$ cat src/rtl/mem_access_ctl_if.sv
// Memory I/O bus between the MEM-stage access controller (master) and the memory side (slave).
// One valid/ready request per instruction, then an optional read response.
interface mem_access_ctl_if;
   logic        req_valid;
   logic        req_ready;
   logic [1:0]  req_target;
   logic        req_wen;
   logic [15:0] req_addr;
   logic [15:0] req_wdata;
   logic        rsp_valid;
   logic [15:0] rsp_data;

   modport master (
      output req_valid, req_target, req_wen, req_addr, req_wdata,
      input  req_ready, rsp_valid, rsp_data
   );

   modport slave (
      input  req_valid, req_target, req_wen, req_addr, req_wdata,
      output req_ready, rsp_valid, rsp_data
   );
endinterface

$ cat src/rtl/mem_access_ctl.sv
// MEM-stage access controller: turns each EX/MEM memory instruction into one bus transaction,
// stalls the pipeline until it completes or times out, and returns read data.
module mem_access_ctl #(
   parameter int unsigned TIMEOUT = 255
) (
   input  logic               clock,
   input  logic               nreset,
   input  logic               mem_wen,
   input  logic               main_memory_enable,
   input  logic               frame_buffer_enable,
   input  logic               call_stack_enable,
   input  logic               prog_mem_enable,
   input  logic [15:0]        addr_in,
   input  logic [7:0]         wdata_in,
   input  logic [13:0]        call_addr_in,
   mem_access_ctl_if.master   bus,
   output logic               stall,
   output logic [15:0]        rdata_out,
   output logic               rdata_valid,
   input  logic               err_clr,
   output logic               timeout_err,
   output logic               multi_sel_err
);

   typedef enum logic [1:0] {IDLE, REQ, WAIT_RSP, DONE} state_t;

   localparam logic [7:0] TO_LAST = 8'(TIMEOUT - 1);

   state_t      state_q;
   logic [7:0]  cnt_q;
   logic        req_valid_q;
   logic [1:0]  target_q;
   logic        wen_q;
   logic [15:0] addr_q;
   logic [15:0] wdata_q;
   logic [15:0] rdata_q;
   logic        rdata_valid_q;
   logic        timeout_err_q;
   logic        multi_sel_err_q;

   logic        any_en;
   logic        multi_sel;
   logic        timeout_hit;
   logic [1:0]  target_d;
   logic [15:0] addr_d;
   logic [15:0] wdata_d;

   assign any_en = call_stack_enable | prog_mem_enable | main_memory_enable | frame_buffer_enable;
   assign multi_sel = (call_stack_enable  & (prog_mem_enable | main_memory_enable | frame_buffer_enable))
                    | (prog_mem_enable    & (main_memory_enable | frame_buffer_enable))
                    | (main_memory_enable & frame_buffer_enable);
   assign timeout_hit = (cnt_q == TO_LAST);

   always_comb begin
      target_d = 2'd0;
      addr_d   = addr_in;
      wdata_d  = {8'h00, wdata_in};
      if (call_stack_enable) begin
         // The call stack is addressed by its own pointer, so the bus address is zeroed.
         target_d = 2'd2;
         addr_d   = '0;
         if (mem_wen) begin
            wdata_d = {2'b00, call_addr_in};
         end
      end else if (prog_mem_enable) begin
         target_d = 2'd3;
      end else if (main_memory_enable) begin
         target_d = 2'd0;
      end else if (frame_buffer_enable) begin
         target_d = 2'd1;
      end
   end

   always_ff @(posedge clock) begin
      if (!nreset) begin
         state_q         <= IDLE;
         cnt_q           <= '0;
         req_valid_q     <= 1'b0;
         target_q        <= '0;
         wen_q           <= 1'b0;
         addr_q          <= '0;
         wdata_q         <= '0;
         rdata_q         <= '0;
         rdata_valid_q   <= 1'b0;
         timeout_err_q   <= 1'b0;
         multi_sel_err_q <= 1'b0;
      end else begin
         rdata_valid_q <= 1'b0;
         // Clear first so that a same-cycle error event below overrides it.
         if (err_clr) begin
            timeout_err_q   <= 1'b0;
            multi_sel_err_q <= 1'b0;
         end
         case (state_q)
            IDLE: begin
               if (any_en) begin
                  target_q    <= target_d;
                  wen_q       <= mem_wen;
                  addr_q      <= addr_d;
                  wdata_q     <= wdata_d;
                  req_valid_q <= 1'b1;
                  cnt_q       <= '0;
                  state_q     <= REQ;
                  if (multi_sel) begin
                     multi_sel_err_q <= 1'b1;
                  end
               end
            end
            REQ: begin
               if (bus.req_ready) begin
                  req_valid_q <= 1'b0;
                  cnt_q       <= '0;
                  state_q     <= wen_q ? DONE : WAIT_RSP;
               end else if (timeout_hit) begin
                  req_valid_q   <= 1'b0;
                  timeout_err_q <= 1'b1;
                  if (!wen_q) begin
                     rdata_q       <= 16'hFFFF;
                     rdata_valid_q <= 1'b1;
                  end
                  state_q <= DONE;
               end else begin
                  cnt_q <= cnt_q + 8'd1;
               end
            end
            WAIT_RSP: begin
               if (bus.rsp_valid) begin
                  rdata_q       <= bus.rsp_data;
                  rdata_valid_q <= 1'b1;
                  state_q       <= DONE;
               end else if (timeout_hit) begin
                  timeout_err_q <= 1'b1;
                  rdata_q       <= 16'hFFFF;
                  rdata_valid_q <= 1'b1;
                  state_q       <= DONE;
               end else begin
                  cnt_q <= cnt_q + 8'd1;
               end
            end
            DONE: begin
               state_q <= IDLE;
            end
         endcase
      end
   end

   assign stall = ((state_q == IDLE) & any_en) | (state_q == REQ) | (state_q == WAIT_RSP);

   assign bus.req_valid  = req_valid_q;
   assign bus.req_target = target_q;
   assign bus.req_wen    = wen_q;
   assign bus.req_addr   = addr_q;
   assign bus.req_wdata  = wdata_q;

   assign rdata_out     = rdata_q;
   assign rdata_valid   = rdata_valid_q;
   assign timeout_err   = timeout_err_q;
   assign multi_sel_err = multi_sel_err_q;

endmodule
$ cat src/flat_wrapper.sv
// flat-port wrapper written by rule: the top's interface ports become plain ports
module mem_access_ctl_flat 
#(
   parameter int unsigned TIMEOUT = 255
)
  (clock, nreset, mem_wen, main_memory_enable, frame_buffer_enable, call_stack_enable, prog_mem_enable, addr_in, wdata_in, call_addr_in, stall, rdata_out, rdata_valid, err_clr, timeout_err, multi_sel_err, bus_req_valid, bus_req_target, bus_req_wen, bus_req_addr, bus_req_wdata, bus_req_ready, bus_rsp_valid, bus_rsp_data);
  mem_access_ctl_if bus_i ();
  input  logic clock;
  input  logic nreset;
  input  logic mem_wen;
  input  logic main_memory_enable;
  input  logic frame_buffer_enable;
  input  logic call_stack_enable;
  input  logic prog_mem_enable;
  input  logic [15:0] addr_in;
  input  logic [7:0] wdata_in;
  input  logic [13:0] call_addr_in;
  output logic stall;
  output logic [15:0] rdata_out;
  output logic rdata_valid;
  input  logic err_clr;
  output logic timeout_err;
  output logic multi_sel_err;
  output wire logic [$bits(bus_i.req_valid)-1:0] bus_req_valid;
  output wire logic [$bits(bus_i.req_target)-1:0] bus_req_target;
  output wire logic [$bits(bus_i.req_wen)-1:0] bus_req_wen;
  output wire logic [$bits(bus_i.req_addr)-1:0] bus_req_addr;
  output wire logic [$bits(bus_i.req_wdata)-1:0] bus_req_wdata;
  input wire logic [$bits(bus_i.req_ready)-1:0] bus_req_ready;
  input wire logic [$bits(bus_i.rsp_valid)-1:0] bus_rsp_valid;
  input wire logic [$bits(bus_i.rsp_data)-1:0] bus_rsp_data;
  assign bus_req_valid = bus_i.req_valid;
  assign bus_req_target = bus_i.req_target;
  assign bus_req_wen = bus_i.req_wen;
  assign bus_req_addr = bus_i.req_addr;
  assign bus_req_wdata = bus_i.req_wdata;
  assign bus_i.req_ready = bus_req_ready;
  assign bus_i.rsp_valid = bus_rsp_valid;
  assign bus_i.rsp_data = bus_rsp_data;
  mem_access_ctl #(.TIMEOUT(TIMEOUT)) u_core (.clock(clock), .nreset(nreset), .mem_wen(mem_wen), .main_memory_enable(main_memory_enable), .frame_buffer_enable(frame_buffer_enable), .call_stack_enable(call_stack_enable), .prog_mem_enable(prog_mem_enable), .addr_in(addr_in), .wdata_in(wdata_in), .call_addr_in(call_addr_in), .bus(bus_i), .stall(stall), .rdata_out(rdata_out), .rdata_valid(rdata_valid), .err_clr(err_clr), .timeout_err(timeout_err), .multi_sel_err(multi_sel_err));
endmodule
$ cat config.mk
export PLATFORM = sky130hd
export DESIGN_NAME = mem_access_ctl_flat
export DESIGN_NICKNAME = d
export VERILOG_FILES = /design/src/rtl/mem_access_ctl_if.sv /design/src/rtl/mem_access_ctl.sv /design/src/flat_wrapper.sv
export SDC_FILE = /design/constraint.sdc
export NUM_CORES = 1
export LEC_CHECK = 0
export ABC_AREA = 1
export BUFFER_PORTS_ARGS = -buffer_cell sky130_fd_sc_hd__buf_4
export CAP_MARGIN = 20
export CORE_AREA = 2 2 90 92
export DETAILED_ROUTE_END_ITERATION = 10
export DIE_AREA = 0 0 92 94
export MAX_ROUTING_LAYER = met4
export PLACE_DENSITY = 0.64
export SYNTH_ARGS = -nofsm -noshare
export SYNTH_HDL_FRONTEND = slang
export SYNTH_SLANG_ARGS = --single-unit
$ cat constraint.sdc
create_clock -name clock -period 2.1 [get_ports clock]
set_input_delay 0.21 -clock clock [delete_from_list [all_inputs] [get_ports clock]]
set_output_delay 0.21 -clock clock [all_outputs]
set_load 0.05 [all_outputs]
==> results.json <==
{
  "critical_path.endpoint_type": "primary output",
  "buffer_ports.inserted": 117,
  "switching_power_mw": 1.23,
  "rr_worst_depth": 7,
  "worst_skew_pair.late_latency_ns": 0.35,
  "synth_top_cells_by_count": "sky130_fd_sc_hd__nand2_1, sky130_fd_sc_hd__dfxtp_1, sky130_fd_sc_hd__a21oi_1, sky130_fd_sc_hd__nor2_1, sky130_fd_sc_hd__nand3_1",
  "routed-via-count": 3162,
  "finalWirelength_um": 8190,
  "clock-sinks": 63,
  "timing_worst_setup_path_type": "flip-flop to primary output",
  "number_of_fillers_in_the_final_layout": 756,
  "total_die_area_sq_mm": 0.00865,
  "final_cell_count_no_fill": 648,
  "critical_path.n_buffers_inverters": 2,
  "cts-hold-fix-buffers": 0,
  "cap_violations": 0,
  "drt_first_pass_iters": 4,
  "cts-resized-gates": 0,
  "fin_worst_skew_ns": 0.00829,
  "synth_seq_cells": 63,
  "syn_inst": 427,
  "fraction_of_post_synthesis_cell_area_in_the_top_cell_type_by_area_pct": 42.4,
  "core_area_sq_mm": 0.00761,
  "cp.arrival_ns": 1.73,
  "avgRoutedWirePerCell_um": 12.6,
  "synth_sequential_area_ratio_pct": 42.4,
  "crit_path_top_delay_cell": "sky130_fd_sc_hd__dfxtp_1",
  "worst_r2r_endpoint": "u_core.cnt_q[4]",
  "synth_flop_cell": "sky130_fd_sc_hd__dfxtp_1",
  "cts_made_buffers": 9,
  "grt_overflow": 0,
  "power.switching_fraction_pct": 36.2,
  "cts.reportedPaths.clkPinSlew_ns": 0.07,
  "timing.hold.ws_ns": 0.103,
  "worst_slew_pin_slew_ns": 0.590,
  "yosys_warnings": 0,
  "synthesis.area_per_instance_sq_um": 6.97,
  "netlist_top_cells_area": "sky130_fd_sc_hd__dfxtp_1, sky130_fd_sc_hd__nand2_1, sky130_fd_sc_hd__a21oi_1, sky130_fd_sc_hd__nand3_1, sky130_fd_sc_hd__nor2_1",
  "comb_power_share_pct": 30.8,
  "design_power_total_mw": 3.40,
  "fmaxAchievable_mhz": 515,
  "io_pins": 120,
  "finish.utilization_pct": 54.2,
  "cts_root_buf": "sky130_fd_sc_hd__clkbuf_8",
  "synthMostInstantiatedCell": "sky130_fd_sc_hd__nand2_1",
  "synth_cell_type_count": 27,
  "antenna_cells_inserted": 0,
  "holdPathEnd": "u_core.bus.req_wdata[12]",
  "setup.worst_path.start_class": "flip-flop",
  "place.detailed.instances": 633,
  "setup_tns_ns": 0,
  "slew_violations": 0,
  "min_path_type": "primary input to flip-flop",
  "grt_pass1_vias": 2837,
  "tritoncts": "done",
  "drtIter0Drc": 136,
  "grt_max_degree": 33,
  "p_per_area_mw_per_mm2": 824,
  "crit_required_ns": 1.89,
  "buffer_count_from_post_cts_setup_fixing": 0,
  "finish.net_count": 613,
  "path_delay_family": "simple AND/OR/NAND/NOR gates",
  "clock_tree.htree_level_count": 3,
  "critical_path_cell_list": "inv_1, ha_1, nor2_1, nand2_1, buf_4",
  "async_flop_share_pct": 0,
  "setup_viol": 0,
  "mappedNetlistArea_sq_mm": 0.00298,
  "synth.largest_area_cell": "sky130_fd_sc_hd__dfxtp_1",
  "cts_max_path_buffers": 2,
  "multiInputGateArea_sq_mm": 0.00147,
  "layout_min_cycle_time_ns": 1.94,
  "finalWeightedCongestion": 0.882,
  "hold_path_depth": 3,
  "seqCellArea_sq_mm": 0.00126,
  "critical_path_peak_fanout": 7,
  "power.share.clock_pct": 29.1,
  "finalHoldViolCount": 0,
  "reg2reg_setup_slack_ns": 0.32,
  "die_h_um": 94,
  "area_growth_pct": 38.5,
  "routed_via_density": 4.88,
  "power.share.sequential_pct": 40.1,
  "route.antenna.remaining_nets": 0,
  "initial_core_util_pct": 39.1,
  "detailed_place_hpwl_um": 5850,
  "edff_count_synth": 0,
  "finalCritPeriodShare_pct": 92.4,
  "vdd.ir_drop.worst_mv": 0.453,
  "grt_first_pass_wirelength_um": 13100,
  "fp-row-count": 32,
  "cellInternalPower_mw": 2.17,
  "antenna_found_initial": 0,
  "grtUsageTotal_pct": 19.6,
  "timing.critical_path.slowest_cell_delay_ns": 0.39,
  "detail_route.drc_violations": 0,
  "static-leakage-power_nw": 1.94,
  "post_route_cells_drive_above_1_share_pct": 27.1,
  "rr_startpoint": "u_core.state_q[0]",
  "die_w_um": 92,
  "min_from": "call_addr_in[12]",
  "outcome": "completed",
  "headroom_to_the_max_slew_limit_pct": 60.6,
  "unrepaired_setup_endpoints_after_global_routing": "no"
}
==> metrics by stage <==
stage | cell area [sq um] | worst slack [ns]
after floorplan | 2980 | 0.476
after global placement | 3940 | 0.417
after detailed placement | 3940 | 0.381
after CTS | 4120 | 0.148
after global routing | 4120 | 0.0330
final | 4120 | 0.159
==> cell type report <==
type                            count  share of cell area [%]
Clock buffer                       13                    4.10
Clock inverter                      2                   0.364
Inverter                           28                    2.55
Multi-Input combinational cell    312                    35.7
Sequential cell                    63                    30.6
Tap cell                          102                    3.09
Timing Repair Buffer              128                    23.6
==> logic make-up after synthesis <==
| kind of cell | count (synthesis) | share of synthesized area, % |
|---|---|---|
| AOI/OAI and AO/OA | 87 | 15.7 |
| adders and majority gates | 7 | 2.94 |
| buffers and inverters | 53 | 8.28 |
| DFF | 63 | 42.4 |
| other | 1 | 0.126 |
| and+or+nand+nor | 216 | 30.6 |
==> placed cells by master, fill, tap and decap left out, drive strengths merged <==
cell type / count
o21ai: 20
buf: 128
a31oi: 8
a211oi: 1
dfxtp: 63
nor3: 1
o211ai: 2
nand4: 2
conb: 2
nand3b: 3
nor2: 54
clkinvlp: 2
nand2: 108
a21oi: 55
nand3: 48
ha: 7
o21bai: 1
inv: 27
clkinv: 1
clkbuf: 13
==> power by group through the flow <==
stage	clock, mW	combinational, mW	sequential (mW)
3_3_place_gp	0	1.04	1.39
5_1_grt	1.06	1.13	1.37
6_report	0.989	1.05	1.36
3_5_place_dp	0	1.05	1.39
4_1_cts	1.01	1.05	1.36
2_1_floorplan	0	0.360	1.73
==> layer usage <==
metal / vias up / global-route usage, % / wire length [um]
met4: 0 / 6.97 / 100
met3: 11 / 6.10 / 657
li1: 1620 / - / -
met5: - / - / 0
met2: 111 / 28.3 / 3650
met1: 1420 / 25.9 / 3780
==> worst register-to-register path: stages (launching register included) <==
cell	delay, ns
sky130_fd_sc_hd__dfxtp_1	0.38
sky130_fd_sc_hd__inv_1	0.11
sky130_fd_sc_hd__ha_1	0.27
sky130_fd_sc_hd__nand3_1	0.15
sky130_fd_sc_hd__nand3_1	0.27
sky130_fd_sc_hd__nor2_2	0.30
sky130_fd_sc_hd__nand2_1	0.08
sky130_fd_sc_hd__a21oi_1	0.14
==> worst max-delay path by stage <==
| stage | startpoint | to | slack, ns | depth (start not counted) |
|---|---|---|---|---|
| global placement | u_core.cnt_q[0] | u_core.rdata_out[8] | 0.42 | 10 |
| global route | u_core.state_q[0] | stall | 0.03 | 5 |
| CTS | u_core.state_q[1] | stall | 0.15 | 5 |
| floorplan | u_core.state_q[0] | stall | 0.48 | 6 |
| finish | u_core.state_q[1] | stall | 0.16 | 5 |
| detailed placement | u_core.state_q[0] | u_core.cnt_q[2] | 0.38 | 7 |
==> registers in the layout, summed over array words and instances (netlist names) <==
name,count
u_core.bus.req_addr,16
u_core.rdata_out,16
u_core.bus.req_wdata,14
u_core.cnt_q,8
u_core.bus.req_target,2
u_core.state_q,2
u_core.bus.req_valid,1
u_core.bus.req_wen,1
u_core.multi_sel_err,1
u_core.rdata_valid,1
u_core.timeout_err,1
No activity file was read; power rests on OpenSTA's default activity.
